[src/rtl/lcd_write_arbiter.sv]
`default_nettype none
// ============================================================================
// Module   : lcd_write_arbiter
// Purpose  : Round-robin arbiter sharing the single write port of the LCD
//            bitmap memory updater among NREQ requesters. One write is taken
//            per grant and forwarded as a one-cycle request pulse with
//            registered din/addr. Consecutive pulses are spaced GAP cycles
//            apart so the updater's read-modify-write always completes first.
// Ports    : clk        - system clock, rising edge
//            nrst       - asynchronous active-low reset
//            req        - per-requester write request (level, held until ack)
//            din_flat   - pixel bytes, requester i at [8i+7:8i]
//            addr_flat  - bitmap addresses, requester i at [8i+7:8i]
//            ack        - one-hot, one-cycle "write taken" pulse
//            request    - one-cycle write strobe to the memory updater
//            din/addr   - registered data/address for the memory updater
//            busy       - high while issuing or waiting out the gap
//            grant_id   - index of the last granted requester
// Revision : 1.0 - initial release
// ============================================================================
module lcd_write_arbiter #(
    parameter int NREQ = 4,
    parameter int GAP  = 4,
    localparam int ID_W = (NREQ > 1) ? $clog2(NREQ) : 1
) (
    input  logic                 clk,
    input  logic                 nrst,
    input  logic [NREQ-1:0]      req,
    input  logic [8*NREQ-1:0]    din_flat,
    input  logic [8*NREQ-1:0]    addr_flat,
    output logic [NREQ-1:0]      ack,
    output logic                 request,
    output logic [7:0]           din,
    output logic [7:0]           addr,
    output logic                 busy,
    output logic [ID_W-1:0]      grant_id
);

    localparam int c_cnt_w = $clog2(GAP + 1);

    localparam logic [1:0] c_st_idle  = 2'd0;
    localparam logic [1:0] c_st_issue = 2'd1;
    localparam logic [1:0] c_st_wait  = 2'd2;

    // WAIT spans GAP-2 cycles: counter runs GAP-2 down to 1
    localparam logic [c_cnt_w-1:0] c_wait_load = c_cnt_w'(GAP - 2);
    localparam logic [c_cnt_w-1:0] c_cnt_one   = c_cnt_w'(1);
    // last served starts at NREQ-1 so requester 0 wins first after reset
    localparam logic [ID_W-1:0]    c_last_rst  = ID_W'(NREQ - 1);

    logic [1:0]         r_state;
    logic [1:0]         w_state_next;
    logic [c_cnt_w-1:0] r_cnt;
    logic [ID_W-1:0]    r_last;
    logic [ID_W-1:0]    w_winner;
    logic [ID_W-1:0]    w_idx;
    logic               w_found;
    logic               w_any;
    logic [7:0]         r_din;
    logic [7:0]         r_addr;
    logic [7:0]         w_din_sel;
    logic [7:0]         w_addr_sel;

    // ------------------------------------------------------------------------
    // Round-robin search: scan from last+1 upward (mod NREQ), first hit wins.
    // Only registered state and req feed this; the result is only used to
    // load registers, so req never reaches ack/request combinationally.
    // ------------------------------------------------------------------------
    always_comb begin
        w_any    = |req;
        w_found  = 1'b0;
        w_winner = r_last;
        w_idx    = r_last;
        for (int k = 1; k <= NREQ; k++) begin
            w_idx = ID_W'((int'(r_last) + k) % NREQ);
            if (!w_found && req[w_idx]) begin
                w_found  = 1'b1;
                w_winner = w_idx;
            end
        end
    end

    always_comb begin
        w_din_sel  = din_flat[7:0];
        w_addr_sel = addr_flat[7:0];
        for (int i = 0; i < NREQ; i++) begin
            if (w_winner == ID_W'(i)) begin
                w_din_sel  = din_flat[8*i +: 8];
                w_addr_sel = addr_flat[8*i +: 8];
            end
        end
    end

    // ------------------------------------------------------------------------
    // FSM: state register
    // ------------------------------------------------------------------------
    always_ff @(posedge clk or negedge nrst) begin
        if (!nrst) begin
            r_state <= c_st_idle;
        end else begin
            r_state <= w_state_next;
        end
    end

    // ------------------------------------------------------------------------
    // FSM: next-state logic (req is only looked at in IDLE)
    // ------------------------------------------------------------------------
    always_comb begin
        w_state_next = r_state;
        case (r_state)
            c_st_idle:  if (w_any) w_state_next = c_st_issue;
            c_st_issue: w_state_next = c_st_wait;
            c_st_wait:  if (r_cnt == c_cnt_one) w_state_next = c_st_idle;
            default:    w_state_next = c_st_idle;
        endcase
    end

    // ------------------------------------------------------------------------
    // Grant bookkeeping, write latch and gap counter
    // ------------------------------------------------------------------------
    always_ff @(posedge clk or negedge nrst) begin
        if (!nrst) begin
            r_last <= c_last_rst;
            r_din  <= 8'h00;
            r_addr <= 8'h00;
            r_cnt  <= '0;
        end else begin
            case (r_state)
                c_st_idle: begin
                    if (w_any) begin
                        r_last <= w_winner;
                        r_din  <= w_din_sel;
                        r_addr <= w_addr_sel;
                    end
                end
                c_st_issue: r_cnt <= c_wait_load;
                c_st_wait:  r_cnt <= r_cnt - c_cnt_one;
                default:    r_cnt <= r_cnt;
            endcase
        end
    end

    // ------------------------------------------------------------------------
    // FSM: outputs. ISSUE lasts exactly one cycle, which makes request and
    // the ack bit of the latched winner single-cycle pulses.
    // ------------------------------------------------------------------------
    always_comb begin
        request = (r_state == c_st_issue);
        busy    = (r_state == c_st_issue) || (r_state == c_st_wait);
        ack     = '0;
        if (r_state == c_st_issue) begin
            ack[r_last] = 1'b1;
        end
    end

    assign din      = r_din;
    assign addr     = r_addr;
    assign grant_id = r_last;

endmodule
`default_nettype wire

[config.mk]
export PLATFORM = sky130hd
export DESIGN_NAME = lcd_write_arbiter
export DESIGN_NICKNAME = d
export VERILOG_FILES = /design/src/rtl/lcd_write_arbiter.sv
export SDC_FILE = /design/constraint.sdc
export NUM_CORES = 1
export LEC_CHECK = 0
export ABC_AREA = 0
export BUFFER_PORTS_ARGS = -buffer_cell sky130_fd_sc_hd__buf_2
export CAP_MARGIN = 20
export CORE_ASPECT_RATIO = 0.5
export CORE_MARGIN = 2
export CORE_UTILIZATION = 37
export DETAILED_ROUTE_END_ITERATION = 12
export SYNTH_ARGS = -nofsm -noshare
export SYNTH_HDL_FRONTEND = slang
export SYNTH_SLANG_ARGS = --single-unit
export TNS_END_PERCENT = 30
[constraint.sdc]
create_clock -name clk -period 2.7 [get_ports clk]
set_input_delay 0.135 -clock clk [delete_from_list [all_inputs] [get_ports clk]]
set_output_delay 0.135 -clock clk [all_outputs]
set_load 0.1 [all_outputs]
## Yosys cells after proc, flatten, opt, wreduce, memory -nomap -nowiden

Index checks and enable logic that the tools add are counted.

| storage, ports and cells | value |
|---|---|
| memory bits (read-only) | 0 |
| bits in latches | 0 |
| logic and storage cells | 65 |
| memory bits (writable) | 0 |
| flip-flop bits (word level) | 23 |
| input port bits | 70 |
| memories kept | 0 |

| operators by class | value |
|---|---|
| order comparisons | 6 |
| $add $sub $neg | 5 |
| div/mod/pow operators | 0 |
| shifts and indexed selects | 0 |
| $mul | 0 |
| bitwise gates (word level) | 0 |
| reduce and logical (&&, ||, !) cells | 13 |
| equal/unequal tests | 8 |
| muxes and demuxes | 28 |

Operators by type and width:

| operator | number |
|---|---|
| 2-to-1 mux 8 bit | 6 |
| less-than comparator 2 x 3 -> 1 bit, second input constant | 5 |
| 2-to-1 mux 2 bit | 6 |
| binary-select mux 1 bit (select 2 bit) | 4 |
| 2-to-1 mux 1 bit | 8 |
| equality test 2 bit, second input constant | 3 |
| case mux 2 bit (3 select lines) | 1 |
| case mux 3 bit (2 select lines) | 1 |
| adder 2 x 1 -> 2 bit, second input constant | 2 |
| adder 2 bit, second input constant | 2 |
| equality test 2 x 1 -> 1 bit, second input constant | 2 |
| logical AND 1 bit | 4 |
| 2-to-1 mux 4 bit | 1 |
| inequality test 2 bit, second input constant | 2 |
| AND reduction 2 bit | 2 |
| OR reduction 4 bit | 1 |
| equality test 3 x 1 -> 1 bit, second input constant | 1 |
| zero test 1 bit | 3 |
| subtractor 3 x 1 -> 3 bit, second input constant | 1 |
| demux 1 bit (select 2 bit) | 1 |
| greater-or-equal comparator 2 x 1 -> 1 bit, second input constant | 1 |
| zero test 2 bit | 1 |
| nonzero test 2 bit | 1 |
| logical OR 1 bit | 1 |

## Logic depth before layout (Yosys ltp)

| logic depth | value |
|---|---|
| depth after elaboration | 17 |
| depth in mapped cells | 10 |
| gate-level depth less buffers | 7 |

## Worst setup path after synthesis

Ideal clock, no wire load.

| timing path | value |
|---|---|
| path type | reg-to-reg |
| from | register r_last[0], in the netlist grant_id[0] |
| to | register r_addr[5], in the netlist addr[5] |
| stages on the path, launching flop included | 10 |
| path slack | 0.040 ns |
| setup time | 0.129 ns |
| data required time | 2.571 ns |
| arrival time | 2.531 ns |
| path through | dfstp_2 buf_6 mux2_4 or3_1 a32o_2 and3b_1 buf_6 buf_12 o2111ai_2 nand3_1 |

| on the way | value |
|---|---|
| cells in the longest elaborated chain, start to end | 17 |
| elaborated cells on any way between the ends | 31 |
| classes of those cells | 4 x add/sub; 3 x eq/ne; 18 x mux; 6 x reduce/logical |

RTL lines:

| element | line | text |
|---|---|---|
| start, declared | 54 | `logic [ID_W-1:0] r_last;` |
| start signal, assigned | 123 | `r_last <= c_last_rst;` |
| start signal, assigned | 131 | `r_last <= w_winner;` |
| adder 2 x 1 -> 2 bit | 75 | `w_idx = ID_W'((int'(r_last) + k) % NREQ);` |
| binary-select mux 1 bit (select 2 bit) | 76 | `if (!w_found && req[w_idx]) begin` |
| 2-to-1 mux 1 bit (not written as such) | 76 |  |
| 2-to-1 mux 1 bit | 76 |  |
| zero test 1 bit | 76 |  |
| logical AND 1 bit | 76 |  |
| 2-to-1 mux 1 bit | 76 |  |
| zero test 1 bit | 76 |  |
| logical AND 1 bit | 76 |  |
| 2-to-1 mux 1 bit | 76 |  |
| zero test 1 bit | 76 |  |
| logical AND 1 bit | 76 |  |
| 2-to-1 mux 2 bit (*) | 76 |  |
| equality test 2 x 1 -> 1 bit | 87 | `if (w_winner == ID_W'(i)) begin` |
| 2-to-1 mux 8 bit (2 in a row) | 87 |  |
| 2-to-1 mux 8 bit (*) | 87 |  |
| end signal, assigned | 133 | `r_addr <= w_addr_sel;` |
| end, declared | 60 | `logic [7:0] r_addr;` |

Every way passes the cells marked *; elsewhere a longest branch is shown, timed or not. The select of a mux whose other input is x is not followed.
A chain may end at the register's enable or synchronous reset.

## Final worst setup path

| timing path | value |
|---|---|
| from | register r_last[0], in the netlist grant_id[0] |
| to | register r_din[5], in the netlist din[5] |

| on the way | value |
|---|---|
| cells in the longest elaborated chain, start to end | 17 |
| elaborated cells on any way between the ends | 31 |
| classes of those cells | 4 x add/sub; 3 x eq/ne; 18 x mux; 6 x reduce/logical |

RTL lines:

| element | line | text |
|---|---|---|
| adder 2 x 1 -> 2 bit | 75 |  |
| binary-select mux 1 bit (select 2 bit) | 76 |  |
| 2-to-1 mux 1 bit (not written as such) | 76 |  |
| 2-to-1 mux 1 bit | 76 |  |
| zero test 1 bit | 76 |  |
| logical AND 1 bit | 76 |  |
| 2-to-1 mux 1 bit | 76 |  |
| zero test 1 bit | 76 |  |
| logical AND 1 bit | 76 |  |
| 2-to-1 mux 1 bit | 76 |  |
| zero test 1 bit | 76 |  |
| logical AND 1 bit | 76 |  |
| 2-to-1 mux 2 bit (*) | 76 |  |
| equality test 2 x 1 -> 1 bit | 87 |  |
| 2-to-1 mux 8 bit (2 in a row) | 87 |  |
| 2-to-1 mux 8 bit (*) | 87 |  |
| end signal, assigned | 132 | `r_din <= w_din_sel;` |
| end, declared | 59 | `logic [7:0] r_din;` |

Marks and branches as above.

==> reports/qor.txt <==
Status - finished, final reports clean
Reg2Reg Depth - 8
Warnings from Yosys - 0
Count of final setup violators - 0
Syn Area/Cell - 7.06 um^2
Area grow syn2layout - 21.5%
Nets@finish - 588
Crit-path max FO - 28
Core ar. - 8060 um^2
Reg clk slew, reported paths - 0.07 ns
GRT Util Overall - 20.6%
Critical path class - register to register
Total placed cells including tap cells - 614
Fin util - 46.7%
Ant. Diodes - 0
Vias per cell - 5.53
PnR worst setup slack - 0.201 ns
First-pass GRT wire length - 15.5 mm
Drt drc - 0
Met2 wire length - 4.36 mm
Die extent in x - 133 um
CTS H-tree lvls - 1
CTS tree - yes
Die Ht - 68.7 um
Power density over cell area - 1400 nW/um^2
Number of CTS-inserted buffers - 3
DRT iter0 DRCs - 207
Pre-CTS setup slack - 0.220 ns
Worst Hold Class - input pin to register
TNS Setup - 0 ns
IO Pins - 94
Worst-margin pin slew - 0.786 ns
Post-detailed-route count of antenna-violating nets - 0
GR Overflow Total - 0
RSZ-0062 raised after global routing - no
Max-Cap Viols - 0
Hold Vio Cnt, Final - 0
Routed length on met1 - 4.77 mm
Mapped Cells - 439
Final cell count without fillers - 620
Number of global-route vias before repair - 3,144
Maximum clock rate - 400 MHz
Initial Util - 38.4%
Final WL - 9.61 mm
Clock Sinks - 23
Antenna violations before repair - 0
Drt wl/cell - 15.5 um
Pre-Repair DR Iteration Count - 4
Slew Limit Fails - 0
Slew headroom - 47.6%
Crit path time final - 2.50 ns
Synth unique cells - 42
PostCTS Resize Cnt - 0
Filler cell count - 844
Peak supply drop - 0.000776 V
Deepest clock path buffer count - 2
P_leak - 1.62 nW
Clk_skew - 0.00483 ns
Largest net degree at the start of global routing - 73
Rows - 23
WL met3 - 422 um
Hold Path Stages - 5
Proportion of layout cells with a drive suffix above 1 - 29.7%
Final RePlAce weighted congestion - 0.822
Worst skew pair latency - 0.26 ns
Die area - 9170 um^2
Sequential area share after synthesis - 18.7%
Post-DP HPWL - 6.73 mm
Mapped Nets - 518
Synth Register Bits - 23
Arrival time worst endpoint - 2.69 ns
Worst Setup End Kind - register
Final Cycle Share - 92.6%
Hold slack final - 0.314 ns
Vias post-DR - 3,430
Netlist Area Pre-Place - 3100 um^2
Critical Path Start Type - register
Root buf cell - clkbuf_16
Worst endpoint required time - 2.89 ns
PortBufs - 93
Top sig layer - met4
-- final timing paths --
kind / start / to / slack [ns]
setup / recovery: grant_id[0]$_DFFE_PN1P_ / din[5]$_DFFE_PN0P_ / 0.20
hold / removal: addr_flat[6] / addr[6]$_DFFE_PN0P_ / 0.31
setup reg to reg: grant_id[0]$_DFFE_PN1P_ / din[5]$_DFFE_PN0P_ / 0.20
hold reg to reg: addr[4]$_DFFE_PN0P_ / addr[4]$_DFFE_PN0P_ / 0.49
max in group asynchronous: nrst / din[1]$_DFFE_PN0P_ / 1.92
min in group asynchronous: nrst / r_cnt[2]$_DFFE_PN0P_ / 0.40
-- flip-flops by register name, indices dropped and copies added, names as in the netlist --
signal / flops
din: 8
r_cnt: 3
r_state: 2
grant_id: 2
addr: 8
-- cell usage in the layout (no fill, tap or decap), drive strengths merged, types with 18 or more instances in the layout --
cell type / netlist / routed
buf: 16 / 108
nor2: 102 / 102
o21ai: 38 / 38
a21oi: 36 / 36
nand2: 35 / 35
a211oi: 32 / 32
dfrtp: 21 / 21
nand3: 20 / 20
mux2: 18 / 18
mux2i: 18 / 18
-- area by class of cell --
cell class	instances	area, um^2	area share [%]
multi-input cells	365	2280	60.7
repair buffers	109	651	17.3
flip-flops and latches	23	582	15.5
well taps	112	140	3.72
clock buffers	3	75.1	1.99
inverters	7	26.3	0.698
clock inverters	1	5.00	0.133
-- cells in the mapped netlist --
master | count | area share [%]
a21boi_0 | 1 | 0.24
buf_4 | 1 | 0.24
inv_1 | 7 | 0.85
clkbuf_1 | 28 | 3.4
o21a_1 | 1 | 0.24
and3b_1 | 2 | 0.57
o21ai_0 | 36 | 5.8
nand2b_1 | 1 | 0.20
o41ai_1 | 1 | 0.28
ha_1 | 9 | 3.6
a21oi_1 | 35 | 5.7
a31oi_1 | 1 | 0.20
buf_1 | 1 | 0.12
nand3_1 | 20 | 3.2
mux2i_4 | 1 | 0.73
o2111ai_1 | 8 | 2.3
o21ai_1 | 2 | 0.32
and2_1 | 5 | 1.0
mux4_2 | 1 | 0.73
mux2_4 | 1 | 0.48
nor2_1 | 102 | 12
o221ai_1 | 16 | 4.5
buf_6 | 2 | 0.73
o31ai_1 | 1 | 0.24
a32o_2 | 1 | 0.36
or3b_2 | 2 | 0.57
buf_2 | 11 | 1.8
nand2_2 | 1 | 0.20
dfrtp_1 | 21 | 17
o2111ai_2 | 8 | 3.9
a211oi_1 | 32 | 7.8
mux2i_1 | 17 | 5.5
nor4_1 | 1 | 0.20
o22a_1 | 1 | 0.28
or2_2 | 2 | 0.40
mux2_2 | 17 | 6.2
buf_12 | 1 | 0.65
nand2_1 | 34 | 4.1
nand3b_1 | 2 | 0.48
or3_1 | 2 | 0.40
a21oi_4 | 1 | 0.53
dfstp_2 | 2 | 1.7
-- cells by family (layout without fill, tap and decap cells) --
family / after synthesis / after routing / share of synthesized area, %
mux: 37 / 37 / 13.6
flops: 23 / 23 / 18.7
simple gates: 174 / 174 / 23.7
buf+inv: 51 / 120 / 7.75
fa+ha+maj: 9 / 9 / 3.63
compound gates: 145 / 145 / 32.6
-- through the flow --
stage                     area [um^2]  power [W]
after global placement           3670    0.00491
after global routing             3760    0.00569
final                            3760    0.00528
after floorplan                  3100    0.00408
after CTS                        3760    0.00527
after detailed placement         3670    0.00493
-- critical path, cell delays in order (launching register included) --
cell and delay (ns):
dfstp_4 0.70, inv_1 0.10, ha_1 0.39, mux2i_4 0.38, nand2_2 0.12, buf_4 0.25
a211oi_1 0.23, o221ai_1 0.15, nand3_1 0.10
-- report_power, final --
group | leakage, nW | internal, W | switching (W)
Clock | 0.0409 | 0.000199 | 0.000129
Sequential | 0.279 | 0.000542 | 0.000136
Combinational | 1.30 | 0.00126 | 0.00302
-- per-layer routing --
| metal | vias up | GRT usage (%) |
|---|---|---|
| li1 | 1738 | - |
| met1 | 1612 | 28.5 |
| met2 | 73 | 35.8 |
| met3 | 7 | 2.78 |
| met4 | 0 | 3.19 |
| met5 | - | 0 |
-- timing repair --
action	CTS	global route
hold buffers	1	0
setup endpoints to repair	0	2
endpoints found under the hold margin	21	0
setup buffers	0	1
Power figures use the tool's default switching activity.
